### config.mk
export PLATFORM = sky130hd
export DESIGN_NAME = imm_encoder
export DESIGN_NICKNAME = d
export VERILOG_FILES = /design/src/rtl/riscv_pkg.sv /design/src/rtl/imm_field_pack.sv /design/src/rtl/imm_encoder.sv
export SDC_FILE = /design/constraint.sdc
export NUM_CORES = 1
export LEC_CHECK = 0
export CORE_MARGIN = 2
export CORE_UTILIZATION = 48
export DETAILED_ROUTE_END_ITERATION = 16
export PLACE_DENSITY = 0.8
export SYNTH_ARGS = -nofsm -noshare
export SYNTH_HDL_FRONTEND = slang
export SYNTH_SLANG_ARGS = --single-unit
### constraint.sdc
create_clock -name clk -period 3.55 [get_ports clk]
set_clock_uncertainty 0.1 [all_clocks]
set_input_delay 0.8875 -clock clk [delete_from_list [all_inputs] [get_ports clk]]
set_output_delay 0.8875 -clock clk [all_outputs]
set_load 0.02 [all_outputs]
### src/rtl/riscv_pkg.sv
// Shared RISC-V immediate definitions: ImmSrc encodings, per-format range limits and a range-check helper.
// Used by imm_encoder / imm_field_pack and shared with the sign_extender decode side.
package riscv_pkg;

  typedef enum logic [1:0] {
    IMM_I = 2'b00,
    IMM_S = 2'b01,
    IMM_B = 2'b10,
    IMM_J = 2'b11
  } imm_src_e;

  localparam int IMM_I_MIN = -2048;
  localparam int IMM_I_MAX = 2047;
  localparam int IMM_S_MIN = -2048;
  localparam int IMM_S_MAX = 2047;
  localparam int IMM_B_MIN = -4096;
  localparam int IMM_B_MAX = 4094;
  localparam int IMM_J_MIN = -1048576;
  localparam int IMM_J_MAX = 1048574;

  typedef struct packed {
    logic [31:0] inst;
    logic        err;
  } enc_word_t;

  // True when imm is representable in the selected format (B/J also require an even offset).
  function automatic logic imm_fits(input imm_src_e src, input logic signed [31:0] imm);
    logic fits;
    fits = 1'b0;
    case (src)
      IMM_I: fits = (imm >= IMM_I_MIN) && (imm <= IMM_I_MAX);
      IMM_S: fits = (imm >= IMM_S_MIN) && (imm <= IMM_S_MAX);
      IMM_B: fits = (imm >= IMM_B_MIN) && (imm <= IMM_B_MAX) && !imm[0];
      IMM_J: fits = (imm >= IMM_J_MIN) && (imm <= IMM_J_MAX) && !imm[0];
      default: fits = 1'b0;
    endcase
    return fits;
  endfunction

endpackage

### src/rtl/imm_field_pack.sv
// Combinational packer: scatters a signed immediate into the I/S/B/J bit fields of base_inst
// and flags immediates that are out of range or misaligned for the chosen format.
module imm_field_pack
  import riscv_pkg::*;
(
  input  logic [1:0]  i_imm_src,
  input  logic [31:0] i_imm,
  input  logic [31:0] i_base_inst,
  output logic [31:0] o_inst,
  output logic        o_err
);

  imm_src_e w_src;
  assign w_src = imm_src_e'(i_imm_src);

  always_comb begin
    // NOTE: every output gets a default before the case so no path leaves it unassigned (no latch).
    o_inst = i_base_inst;
    case (w_src)
      IMM_I: o_inst[31:20] = i_imm[11:0];
      IMM_S: begin
        o_inst[31:25] = i_imm[11:5];
        o_inst[11:7]  = i_imm[4:0];
      end
      IMM_B: begin
        o_inst[31]    = i_imm[12];
        o_inst[30:25] = i_imm[10:5];
        o_inst[11:8]  = i_imm[4:1];
        o_inst[7]     = i_imm[11];
      end
      IMM_J: begin
        o_inst[31]    = i_imm[20];
        o_inst[30:21] = i_imm[10:1];
        o_inst[20]    = i_imm[11];
        o_inst[19:12] = i_imm[19:12];
      end
      default: o_inst = i_base_inst;
    endcase
  end

  assign o_err = !imm_fits(w_src, $signed(i_imm));

endmodule

### src/rtl/imm_encoder.sv
// Two-stage valid/ready immediate encoder with running byte address and out-of-range flag.
// Optional saturating error counter enabled by defining IMM_ERRCNT_EN.
module imm_encoder
  import riscv_pkg::*;
#(
  parameter int                ADDR_W    = 32,
  parameter logic [ADDR_W-1:0] BASE_ADDR = '0,
  parameter int                ERRCNT_W  = 8
) (
  input  logic                clk,
  input  logic                rst_n,
  input  logic                clear,
  input  logic                in_valid,
  output logic                in_ready,
  input  logic [1:0]          ImmSrc,
  input  logic [31:0]         imm,
  input  logic [31:0]         base_inst,
  output logic                out_valid,
  input  logic                out_ready,
  output logic [31:0]         out_inst,
  output logic [ADDR_W-1:0]   out_addr,
  output logic                out_err,
  output logic [ERRCNT_W-1:0] err_count
);

  logic              r_s1_valid;
  logic [1:0]        r_s1_src;
  logic [31:0]       r_s1_imm;
  logic [31:0]       r_s1_base;
  logic              r_s2_valid;
  enc_word_t         r_s2_word;
  logic [ADDR_W-1:0] r_addr;

  logic              w_s2_ready;
  logic              w_in_fire;
  logic              w_out_fire;
  enc_word_t         w_pack;

  assign w_s2_ready = !r_s2_valid || out_ready;
  assign in_ready   = !clear && (!r_s1_valid || w_s2_ready);
  assign w_in_fire  = in_valid && in_ready;
  assign w_out_fire = r_s2_valid && out_ready;

  imm_field_pack u_pack (
    .i_imm_src   (r_s1_src),
    .i_imm       (r_s1_imm),
    .i_base_inst (r_s1_base),
    .o_inst      (w_pack.inst),
    .o_err       (w_pack.err)
  );

  // NOTE: payload registers carry no reset; only the valid bits decide whether they are meaningful.
  always_ff @(posedge clk) begin
    if (w_in_fire) begin
      r_s1_src  <= ImmSrc;
      r_s1_imm  <= imm;
      r_s1_base <= base_inst;
    end
  end

  // NOTE: sequential state uses non-blocking assignments so all registers update from pre-edge values.
  always_ff @(posedge clk or negedge rst_n) begin
    if (!rst_n) begin
      r_s1_valid <= 1'b0;
    end else if (clear) begin
      r_s1_valid <= 1'b0;
    end else if (w_in_fire) begin
      r_s1_valid <= 1'b1;
    end else if (w_s2_ready) begin
      r_s1_valid <= 1'b0;
    end
  end

  // S2 reloads whenever it is free or draining; it holds still under backpressure.
  always_ff @(posedge clk or negedge rst_n) begin
    if (!rst_n) begin
      r_s2_valid <= 1'b0;
      r_s2_word  <= '0;
    end else if (clear) begin
      r_s2_valid <= 1'b0;
    end else if (w_s2_ready) begin
      r_s2_valid <= r_s1_valid;
      if (r_s1_valid) begin
        r_s2_word <= w_pack;
      end
    end
  end

  always_ff @(posedge clk or negedge rst_n) begin
    if (!rst_n) begin
      r_addr <= BASE_ADDR;
    end else if (clear) begin
      r_addr <= BASE_ADDR;
    end else if (w_out_fire) begin
      r_addr <= r_addr + ADDR_W'(4);
    end
  end

`ifdef IMM_ERRCNT_EN
  logic [ERRCNT_W-1:0] r_err_count;

  // Counts words the consumer actually took with out_err set; a concurrent clear does not undo that.
  always_ff @(posedge clk or negedge rst_n) begin
    if (!rst_n) begin
      r_err_count <= '0;
    end else if (w_out_fire && r_s2_word.err && (r_err_count != '1)) begin
      r_err_count <= r_err_count + ERRCNT_W'(1);
    end
  end

  assign err_count = r_err_count;
`else
  assign err_count = '0;
`endif

  assign out_valid = r_s2_valid;
  assign out_inst  = r_s2_word.inst;
  assign out_err   = r_s2_word.err;
  assign out_addr  = r_addr;

endmodule

Word-level counts from Yosys, hierarchy flattened
Cells that the tools add are included.

Bits in latches: 0. Bits in registers: 126. Memory bits (writable): 0. Memories kept: 0. Input bits: 71. Bits in read-only memories: 0.

Equal/unequal tests: 3. $lt $le $gt $ge: 6. Divide/modulo/power cells: 0. Muxes and demuxes: 12. $add $sub $neg: 1. Shift-type cells: 0. Bitwise operators: 1. $mul: 0. Reductions and logical operators: 21.

Operator list (count): $mux W32 (2); $add A32 B3 Y32 const B (1); $ge A32 B12 Y1 const B (1); $ge A32 B13 Y1 const B (1); $ge A32 B21 Y1 const B (1); $le A32 B12 Y1 const B (1); $le A32 B13 Y1 const B (1); $le A32 B21 Y1 const B (1); $pmux W7 S3 (1); $pmux W5 S2 (2); $logic_and A1 B1 Y1 (8); $mux W8 (1); $logic_not A1 Y1 (5); $mux W1 (5); $eq A2 B2 Y1 const B (2); $reduce_bool A2 Y1 (2); $pmux W1 S3 (1); $reduce_and A3 Y1 (1); $reduce_bool A3 Y1 (1); $eq A2 B1 Y1 const B (1); $logic_not A2 Y1 (1); $logic_or A1 B1 Y1 (2); $reduce_or A2 Y1 (1); $not A1 Y1 (1).

Logic depth before layout (Yosys ltp)
Depth in word-level cells: 7. Mapped depth: 7. Depth with buffers taken out: 7.

Modules after synthesis
Synthesis repeated with hierarchy kept, for this count alone.

Cell total of the unflattened synthesis: 413. Area, all modules: 5560.3 sq um.

By module, submodules not included: imm_encoder (instances 1, seq. area each 3608.5 sq um, cells each 326, area an instance 4979.8 sq um); imm_field_pack (instances 1, seq. area each 0.0 sq um, cells each 87, area an instance 580.6 sq um).

Least setup slack after synthesis
OpenSTA, ideal clock, no wires.

Path type: input port to flip-flop. Start point: in clear. End point: reg r_s1_base[0], enable pin. Data required time: 3.027 ns. Path buffers: 1. Setup slack: 0.074 ns. Arrival time: 2.953 ns. Stages on the path: 3. Cells stage by stage: clkbuf_1 -> a21oi_1 -> and2_1.

Cells in the longest elaborated chain, start to end: 3.

RTL lines: start, declared (RTL line imm_encoder.sv:12) `input logic clear,`; $logic_not A1 Y1 (RTL line imm_encoder.sv:40) `assign in_ready = !clear && (!r_s1_valid || w_s2_ready);`; $logic_and A1 B1 Y1 (RTL line imm_encoder.sv:40); net in_ready (RTL line imm_encoder.sv:14) `output logic in_ready,`; $logic_and A1 B1 Y1 (RTL line imm_encoder.sv:41) `assign w_in_fire = in_valid && in_ready;`; net w_in_fire (RTL line imm_encoder.sv:35) `logic w_in_fire;`; end signal, assigned (RTL line imm_encoder.sv:57) `r_s1_base <= base_inst;`; end, declared (RTL line imm_encoder.sv:29) `logic [31:0] r_s1_base;`.

The timed path passes the listed nets, and every way through them passes these cells. A chain may end at the register's enable or synchronous reset.

Worst setup path after layout
Start point: in out_ready. End point: out in_ready.

Cells in the longest elaborated chain, start to end: 3.

RTL lines: start, declared (RTL line imm_encoder.sv:19) `input logic out_ready,`; $logic_or A1 B1 Y1 (RTL line imm_encoder.sv:39) `assign w_s2_ready = !r_s2_valid || out_ready;`; $logic_or A1 B1 Y1 (RTL line imm_encoder.sv:40); $logic_and A1 B1 Y1 (RTL line imm_encoder.sv:40); end, declared (RTL line imm_encoder.sv:14).

Every way passes these cells.

==> results_dict.tcl <==
set metrics [dict create \
    ir_drop_uv 365.1 \
    ys_ff_latch 124 \
    drc 0 \
    p_sw_mw 0.9570 \
    ys_warn_count 0 \
    status "finished clean" \
    initialDrtViolationCount 146 \
    p_int_mw 2.961 \
    synth.avg_cell_area_sq_um 13.05 \
    finalSetupViolCount 0 \
    path_common_cell "clkdlybuf4s50_1" \
    rrSetupSlack_ns 1.26 \
    synth_ff_type "dfrtp_1" \
    synth-seq-area-share_pct 64.30 \
    via_per_inst 5.320 \
    fin_crit_sh_pct 91.36 \
    min_path_type "in2async" \
    cts.sinks 124 \
    antenna_cells 0 \
    rr_endpoint "out_addr[31]" \
    combPwrFrac_pct 13.0 \
    startpoint_type "input pin" \
    max-cap-violations 0 \
    crit_path_start "out_ready" \
    pwr-share-clk_pct 44.0 \
    grt_pass1_wl_um 18060 \
    reg2reg_from "out_addr[6]" \
    place_hpwl_um 7789 \
    grt_max_degree 60 \
    crit_path_end_kind "output pin" \
    syn-cell-area_sq_um 5285 \
    crit_end "in_ready" \
    ys_types 45 \
    dr_total_vias 3671 \
    critPathRequiredTime_ns 2.56 \
    pwr-share-seq_pct 43.0 \
    synth.area.top_cells "edfxtp_1, dfrtp_1, xnor2_1" \
    synth_commonest_cells "dfrtp_1, edfxtp_1, nor2_1, a21oi_1, xnor2_1" \
    nets 613 \
    multiInputGateArea_sq_um 1699 \
    critPathSlowestCell "clkdlybuf4s50_1" \
    power_switching_share_pct 24.43 \
    stdcell_area_sq_um 7267 \
    worstMarginPinSlew_ns 1.105 \
    dieArea_sq_um 11870 \
    yosys.area.top_type_share_pct 33.52 \
    yosysTopAreaCell "edfxtp_1" \
    crit_arrival_ns 2.26 \
    cp_max_fo 4 \
    num_io_pins 146 \
    postCtsSetupRepairBufs 0 \
    cts-root-buf "clkbuf_8" \
    antenna_left 0 \
    async_flop_share_pct 52.42 \
    ctsResizeCount 0 \
    start_util_pct 48.97 \
    area_growth_pct 37.50 \
    maxSlewHeadroom_pct 26.32 \
    path_cells "clkdlybuf4s50_1, nor2b_1, a21oi_1, clkdlybuf4s50_1" \
    critical_path_class "in2out" \
    hold_viol_final 0 \
    fp.coreArea_sq_um 10790 \
    p_leak_nw 2.718 \
    clk_pin_slew_ns 0.06 \
    rows 38 \
    syn_inst 405 \
    max_stage_delay_ns 0.63 \
    cts.path.max_buffers 2 \
    critPathTopFamily "buffers and inverters" \
    synth_edf_count 59 \
    regArea_sq_um 3398 \
    gp_congestion 0.7746 \
    tritoncts "built" \
    cp_num_cells 4 \
    setup-tns-final_ns 0 \
    fp.dieH_um 108.9 \
    grt_pass1_vias 3735 \
    place_area_sq_um 6664 \
    maxSlewViolCount 0 \
    grt_use_total_pct 20.08 \
    drive_gt1_share_pct 13.64 \
    die_x_um 108.9 \
    first_pass_iters 4 \
    place_inst 658 \
    p_per_area_nw_per_um2 539.1 \
    antenna_found_initial 0 \
    routed_wl_um 11260 \
    fin_cells 690 \
    r2r_cells 5 \
    cts_made_buffers 17 \
    synth_most_common_cell "dfrtp_1" \
    cp_num_buf_inv 2 \
    overflow 0 \
    wl_per_cell_um 16.32 \
    htree_levels 4 \
    finalCriticalPeriod_ns 3.243 \
    fmax_mhz 308.3 \
    port_buffers 128 \
    clk_latency_ns 0.51 \
    rsz0062_at_grt "no" \
    cts_hold_buf 0 \
    num-fill-cells 784 \
]
==> worst min path at each step <==
stage               slack, ns            to    startpoint
floorplan                0.35   out_inst[3]  r_s1_base[3]
global placement         0.36   out_inst[3]  r_s1_base[3]
detailed placement       0.36   out_inst[0]  r_s1_base[0]
CTS                      0.17  out_inst[18]         rst_n
global route             0.18  out_inst[18]         rst_n
finish                   0.18  out_inst[18]         rst_n
==> worst reg2reg max path: stages (launching register included) <==
cell	delay (ns)
dfrtp_1	0.47
nand4_4	0.16
or3_1	0.76
nor3_1	0.42
a31o_1	0.19
a21oi_1	0.06
==> flip-flops by register name (all words and copies together), names as in the netlist <==
register,flops
out_addr,30
r_s1_valid,1
out_valid,1
r_s1_imm,32
r_s1_base,25
out_inst,32
r_s1_src,2
out_err,1
==> layer usage <==
| layer | global-route usage (%) | routed length [um] | up-vias | share of wire, % |
|---|---|---|---|---|
| met5 | 0 | 0 | - | 0 |
| met4 | 6.410 | 85 | 0 | 0.75 |
| met3 | 6.097 | 687 | 13 | 6.1 |
| met2 | 33.50 | 5711 | 141 | 51 |
| met1 | 25.09 | 4774 | 1814 | 42 |
| li1 | - | - | 1703 | - |
==> through the flow <==
| step | hold slack [ns] | utilization [%] | setup slack [ns] | power (mW) |
|---|---|---|---|---|
| 6_report | 0.1833 | 67.33 | 0.3067 | 3.918 |
| 5_1_grt | 0.1785 | 67.33 | 0.2206 | 4.080 |
| 4_1_cts | 0.1680 | 67.33 | 0.2866 | 3.965 |
| 3_5_place_dp | 0.3641 | 61.74 | 0.2941 | 2.225 |
| 3_3_place_gp | 0.3553 | 61.74 | 0.3122 | 2.211 |
| 2_1_floorplan | 0.3539 | - | 0.07435 | 1.936 |
==> cell type report <==
class | instances | share of cell area [%]
clock buffer | 17 | 5.699
clock inverter | 15 | 2.600
inverter | 12 | 0.6198
multi-input combinational | 248 | 23.38
sequential | 124 | 46.76
tap | 140 | 2.410
timing repair buffer | 134 | 18.53
==> cell usage in the layout (no fill, tap or decap), types with 3 or more instances in the layout <==
master,instances
clkdlybuf4s50_1,127
dfrtp_1,65
edfxtp_1,59
nor2_1,50
a21oi_1,31
xnor2_1,23
clkbuf_16,16
mux2_2,15
inv_1,12
nand2_1,12
nand4_1,11
conb_1,10
nand3_1,8
mux2i_1,8
nor3_1,7
or3_1,6
nor4_2,6
a22oi_1,6
clkinv_4,6
nor2b_1,5
and2_1,5
nor3_2,5
o21ai_0,5
nor4_1,5
ha_1,5
nor4_4,4
buf_4,4
and4_1,3
bufinv_16,3
inv_6,3
==> kinds of logic (layout without fill, tap and decap cells) <==
family	after synthesis	count (layout)	synth area share, %
AO/OA/AOI/OAI	51	51	5.895
XOR/XNOR	24	24	3.977
adder cells (fa/ha/maj)	5	5	1.184
buffers and inverters	42	178	4.309
flip-flops	124	124	64.30
multiplexers	23	23	4.711
other	1	10	0.07095
AND/OR/NAND/NOR	135	135	15.55
==> power by group through the flow <==
| stage | Clock [mW] | Sequential [mW] | Combinational (mW) |
|---|---|---|---|
| floorplan | 0 | 1.80 | 0.140 |
| global placement | 0 | 1.71 | 0.503 |
| detailed placement | 0 | 1.71 | 0.514 |
| CTS | 1.76 | 1.69 | 0.517 |
| global route | 1.84 | 1.70 | 0.545 |
| finish | 1.72 | 1.69 | 0.510 |
Note: power is estimated with default switching activity, not from simulation.
